[config.mk]
export PLATFORM = sky130hd
export DESIGN_NAME = demux_1x2_stream
export DESIGN_NICKNAME = d
export VERILOG_FILES = /design/src/rtl/demux_1x2_stream.sv
export SDC_FILE = /design/constraint.sdc
export NUM_CORES = 1
export LEC_CHECK = 0
export BUFFER_PORTS_ARGS = -buffer_cell sky130_fd_sc_hd__buf_2
export CORE_ASPECT_RATIO = 0.75
export CORE_MARGIN = 4
export CORE_UTILIZATION = 45
export DETAILED_ROUTE_END_ITERATION = 10
export PLACE_DENSITY = 0.72
export SLEW_MARGIN = 0
export SYNTH_ARGS = -nofsm -noshare
export SYNTH_HDL_FRONTEND = slang
export SYNTH_SLANG_ARGS = --single-unit
[constraint.sdc]
create_clock -name clk -period 6.5 [get_ports clk]
set_clock_uncertainty 0.05 [all_clocks]
set_input_delay 0.975 -clock clk [delete_from_list [all_inputs] [get_ports clk]]
set_output_delay 0.975 -clock clk [all_outputs]
set_load 0.02 [all_outputs]
[src/rtl/demux_1x2_stream.sv]
// -----------------------------------------------------------------------------
// demux_1x2_stream
//
// Registered 1-to-2 stream demultiplexer. Each word offered on the single
// valid/ready input is steered to output A (in_sel = 0) or output B
// (in_sel = 1). Every output has its own buffer, so a stalled consumer on one
// side never blocks, corrupts or drops words bound for the other side.
//
// Build option:
//   DEMUX_SKID_EN undefined : one-entry register per output; in_ready depends
//                             combinationally on the selected x_ready.
//   DEMUX_SKID_EN defined   : two-entry skid FIFO per output; in_ready comes
//                             from registered occupancy only.
//
// Ports:
//   clk        in   rising-edge clock
//   reset_n    in   synchronous active-low reset
//   in_data    in   [WIDTH] word to route
//   in_sel     in   destination select, 0 = A, 1 = B (sampled with in_data)
//   in_valid   in   source offers a word
//   in_ready   out  word accepted this cycle when in_valid is also high
//   a_data     out  [WIDTH] head word for consumer A
//   a_valid    out  a_data is valid
//   a_ready    in   consumer A takes the word
//   b_data/b_valid/b_ready : same as A, for consumer B
//   a_count    out  [8] words delivered on A, wraps modulo 256
//   b_count    out  [8] words delivered on B, wraps modulo 256
// -----------------------------------------------------------------------------
module demux_1x2_stream #(
  parameter int WIDTH = 16
) (
  input  logic             clk,
  input  logic             reset_n,
  input  logic [WIDTH-1:0] in_data,
  input  logic             in_sel,
  input  logic             in_valid,
  output logic             in_ready,
  output logic [WIDTH-1:0] a_data,
  output logic             a_valid,
  input  logic             a_ready,
  output logic [WIDTH-1:0] b_data,
  output logic             b_valid,
  input  logic             b_ready,
  output logic [7:0]       a_count,
  output logic [7:0]       b_count
);

  // Index 0 is output A, index 1 is output B; both paths share one body.
  localparam int NOUT = 2;

  logic [WIDTH-1:0] r_head  [NOUT];  // word presented to the consumer
`ifdef DEMUX_SKID_EN
  logic [WIDTH-1:0] r_tail  [NOUT];  // second (skid) entry behind the head
`endif
  logic [1:0]       r_occ   [NOUT];  // buffered words: 0..1, or 0..2 with skid
  logic [7:0]       r_count [NOUT];  // delivered-word counters

  logic [NOUT-1:0]  w_ready;
  logic [NOUT-1:0]  w_pop;
  logic [NOUT-1:0]  w_push;
  logic [NOUT-1:0]  w_can_accept;

  assign w_ready = {b_ready, a_ready};

  for (genvar g = 0; g < NOUT; g++) begin : g_path
    assign w_pop[g] = (r_occ[g] != 2'd0) && w_ready[g];
`ifdef DEMUX_SKID_EN
    // Registered-only ready: a full skid buffer refuses even if the consumer
    // is draining this cycle, which breaks the ready combinational path.
    assign w_can_accept[g] = (r_occ[g] != 2'd2);
`else
    // Single register: accept when empty or when the head leaves this cycle.
    assign w_can_accept[g] = (r_occ[g] == 2'd0) || w_ready[g];
`endif
  end

  // Only the selected output's state decides readiness.
  assign in_ready  = w_can_accept[in_sel];
  assign w_push[0] = in_valid && in_ready && !in_sel;
  assign w_push[1] = in_valid && in_ready &&  in_sel;

  always_ff @(posedge clk) begin
    for (int k = 0; k < NOUT; k++) begin
      if (!reset_n) begin
        // NOTE: the data registers are reset too, because the outputs must
        // read 0 after reset rather than whatever the flops powered up with.
        r_head[k]  <= '0;
`ifdef DEMUX_SKID_EN
        r_tail[k]  <= '0;
`endif
        r_occ[k]   <= 2'd0;
        r_count[k] <= 8'd0;
      end else begin
        // NOTE: non-blocking assignments throughout, so every path sees the
        // pre-edge occupancy no matter the order of the statements below.
        if (w_pop[k]) begin
          r_count[k] <= r_count[k] + 8'd1;
        end
`ifdef DEMUX_SKID_EN
        case (r_occ[k])
          2'd0: begin
            if (w_push[k]) begin
              r_head[k] <= in_data;
              r_occ[k]  <= 2'd1;
            end
          end
          2'd1: begin
            if (w_push[k] && w_pop[k]) begin
              r_head[k] <= in_data;          // reload, occupancy unchanged
            end else if (w_push[k]) begin
              r_tail[k] <= in_data;
              r_occ[k]  <= 2'd2;
            end else if (w_pop[k]) begin
              r_occ[k]  <= 2'd0;
            end
          end
          default: begin
            // Full: no push is possible, only the head can leave.
            if (w_pop[k]) begin
              r_head[k] <= r_tail[k];
              r_occ[k]  <= 2'd1;
            end
          end
        endcase
`else
        if (w_push[k]) begin
          r_head[k] <= in_data;              // also covers push + pop reload
          r_occ[k]  <= 2'd1;
        end else if (w_pop[k]) begin
          r_occ[k]  <= 2'd0;
        end
`endif
      end
    end
  end

  assign a_data  = r_head[0];
  assign b_data  = r_head[1];
  assign a_valid = (r_occ[0] != 2'd0);
  assign b_valid = (r_occ[1] != 2'd0);
  assign a_count = r_count[0];
  assign b_count = r_count[1];

endmodule

==> results.md <==
- Result of the run: completed
- Flip-flop and latch count after synthesis: 50
- Sum of routed wire length over all layers: 4456 um
- Largest net degree at the start of global routing: 18
- Measured slew at the worst slew-check pin: around 700 ps
- Final core utilization: 0.5830
- Total power: 0.0006411 W
- Critical Path Most Common Cell: sky130_fd_sc_hd__buf_2
- Antenna diode count: 0
- I/O pin total: 73
- Overall Global Routing Usage: 0.1592
- Worst Setup End Kind: output port
- Total of cells resized after clock tree synthesis: 0
- Number of antenna violations at the first check in global routing: 0
- Setup slack of the critical path after layout: 3897 ps
- Master cell of the clock root buffer: sky130_fd_sc_hd__clkbuf_8
- Commonest non-fill, non-tap cell in the layout: sky130_fd_sc_hd__buf_2
- Worst Hold Class: register to register
- Cell with the biggest individual delay on the critical path: sky130_fd_sc_hd__nand2b_1
- WL per Instance: 15.26 um
- Clock tree from TritonCTS: built
- Clock network latency to the later pin of the worst-skew pair: 300 ps
- Starting utilization of the core area: 0.4729
- Residual DRC count: 0
- Y dimension of the die: about 68 um
- Layout filler cell count: between 400 and 500
- Count of synthesis-stage warnings from yosys: 0
- Sink Count: 50
- Cell-by-cell trace of the critical path: buf_2, nand2b_1, nor2_1, a21oi_1, buf_2
- Core area: 4546 um^2
- Clock edge transition at the registers on the reported setup and hold paths: ~90 ps
- Vias per std cell: 5.000
- Setup tns final: 0 ps
- Worst setup SP type: input pin
- Maximum single-stage delay on the critical path: around 170 ps
- Cell taking the most area after synthesis: sky130_fd_sc_hd__edfxtp_1
- Final worst path period need: approximately 2600 ps
- Global route overflow: 0
- H-tree depth: 2
- Sequential share of power: 0.606
- Max-slew violation count: 0
- Final count of hold timing violations: 0
- Crit path kind: input pin to output port
- Worst path bufs/invs: 2
- HPWL Detailed: 3290 um
- Period Utilization, post-route: 0.4005
- Die Span X: 87.81 um
- Total clock buffers created by CTS: 5
- Max Fclk: about 380 MHz
- Depth of the most critical reg-to-reg path: 3
- Cell Count Post-Placement: about 280
- Synth area leaders: sky130_fd_sc_hd__edfxtp_1, sky130_fd_sc_hd__and2_1, sky130_fd_sc_hd__nand3_1, sky130_fd_sc_hd__or3_1, sky130_fd_sc_hd__a21oi_1
- Most used cells in the layout excluding fill and tap cells: sky130_fd_sc_hd__buf_2, sky130_fd_sc_hd__edfxtp_1, sky130_fd_sc_hd__and2_1
- Post-synth net total: around 180
- Number of global-route vias before repair: around 1400
- Psw: 0.0001642 W
- Final setup violation count: 0
- Fraction of registers with async set/reset: 0
- Post-Place Setup Slack: about 3900 ps
- Headroom to the max-slew limit: 0.5302
- Via count: 1460
- Number of rows in the core area: 21
- Non-filler instance count after layout: 292
- Hold-fix buffers, CTS: 0
- Post-CTS Repair Setup Buffers: 0
- Synth Area per Inst: 13.69 um^2
- Drt pass-1 iters: 4
- Total power density per cell area: 241.9 nW/um^2
- Detail Route Antenna Nets: 0
- Library cells used by synthesis: 24
- Layout Area Growth over Synthesis: 23.28%
- Gate Count Post-Synth: around 160
- Total Die Area: approximately 6000 um^2
- Largest driver fanout on the critical path: 4
- Maximum buffer depth of the clock tree: 2
- Required @ worst endpoint: 5470 ps
- Standby leakage power: about 1.1 nW
- Post-layout nets: 258
- Worst IR drop on VDD: 0.0001402 V
- Critical path depth: 5
- Maxcap violations: 0
- Hold depth: 2
- Internal power: about 0.00048 W
- Global placer's final weighted congestion: 0.7705
- Starting DRC count in detailed routing: 64
- Portion of total power attributed to the clock network: 0.268
- Proportion of synthesized chip area in sequential cells: 0.6938
- EDFF count, synth: 49
- Port Buf Inserts: 72
- Switching share of power: 0.2561
- Unrepaired setup endpoints after global routing: no
- Share of final-layout standard cells stronger than drive strength 1: 0.3574
- Netlist area before placement: 2150 um^2
- First-pass GRT wire length: 7051 um
- Fraction of synthesized cell area taken by the top area cell type: 0.6845
- Part of the power in combinational logic: 0.127
- Kind of cell adding the most delay to the critical path: buffers and inverters
- Most common flop cell mapped by yosys: sky130_fd_sc_hd__edfxtp_1
- Arrival time worst endpoint: between 1500 and 2000 ps
==> synth_stat cells, types with 2 or more instances <==
cell type / instances
sky130_fd_sc_hd__inv_1: 3
sky130_fd_sc_hd__and2_1: 34
sky130_fd_sc_hd__buf_4: 2
sky130_fd_sc_hd__or3_1: 6
sky130_fd_sc_hd__o21ai_0: 7
sky130_fd_sc_hd__xnor2_1: 2
sky130_fd_sc_hd__nand2b_1: 2
sky130_fd_sc_hd__nand3_1: 10
sky130_fd_sc_hd__xor2_1: 4
sky130_fd_sc_hd__nand2_1: 8
sky130_fd_sc_hd__ha_1: 2
sky130_fd_sc_hd__edfxtp_1: 49
sky130_fd_sc_hd__nand4_2: 2
sky130_fd_sc_hd__nor2_1: 9
sky130_fd_sc_hd__a21oi_1: 7
sky130_fd_sc_hd__and3_1: 2
==> flip-flops by register name, summed over array words and instances, names as in the netlist <==
register  cells
r_head       32
r_occ         2
r_count      16
==> cell families after synthesis <==
| logic type | count (synthesis) | synth area share |
|---|---|---|
| AND/OR/NAND/NOR | 77 | 0.2154 |
| flip-flops | 50 | 0.6938 |
| AO/OA/AOI/OAI | 16 | 0.04016 |
| XOR/XNOR | 6 | 0.02445 |
| buffers and inverters | 6 | 0.01455 |
| adder cells (fa/ha/maj) | 2 | 0.01164 |
==> metrics by stage <==
step	area, um^2	hold WS [ps]
after CTS	2650	495.1
after detailed placement	2569	479.5
final	2650	497.3
after global routing	2650	562.1
after floorplan	2150	537.4
after global placement	2569	476.2
==> worst min-delay path, delay by kind of cell, from the launching register on <==
family	cells	cell delay, ps
AOI/OAI and AO/OA	1	70
DFF	1	360
and+or+nand+nor	1	80
==> cell type report <==
type                       instances  area, um^2  area share
tap                               57       71.32     0.02691
inverter                           3       11.26    0.004249
timing repair buffer              73       367.9      0.1388
clock buffer                       6       72.57     0.02738
clock inverter                     2       8.758    0.003305
multi-input combinational        101       626.9      0.2365
sequential                        50        1491      0.5628
==> path summary, 6_finish.rpt <==
path	startpoint	end	slack, ps
hold / removal	r_occ[1]	r_occ[1]	500
setup / recovery	a_ready	in_ready	3900
setup reg to reg	r_occ[0]	r_head[0][14]	4820
hold reg to reg	r_occ[1]	r_occ[1]	500
==> routing by layer <==
metal  GRT usage  vias up  share of wire
met4     0.04023        0         0.0081
li1            -      717              -
met2      0.2406       46           0.45
met5           0        -              0
met1      0.2180      692           0.45
met3     0.06017        5          0.088
==> power groups by stage <==
stage          clock, W  sequential (W)  combinational, W
6_report       0.000172        0.000388         0.0000811
5_1_grt        0.000188        0.000391         0.0000888
4_1_cts        0.000176        0.000389         0.0000825
3_5_place_dp          0        0.000396         0.0000822
3_3_place_gp          0        0.000395         0.0000813
2_1_floorplan         0        0.000420         0.0000219
No activity file was read; power rests on OpenSTA's default activity.
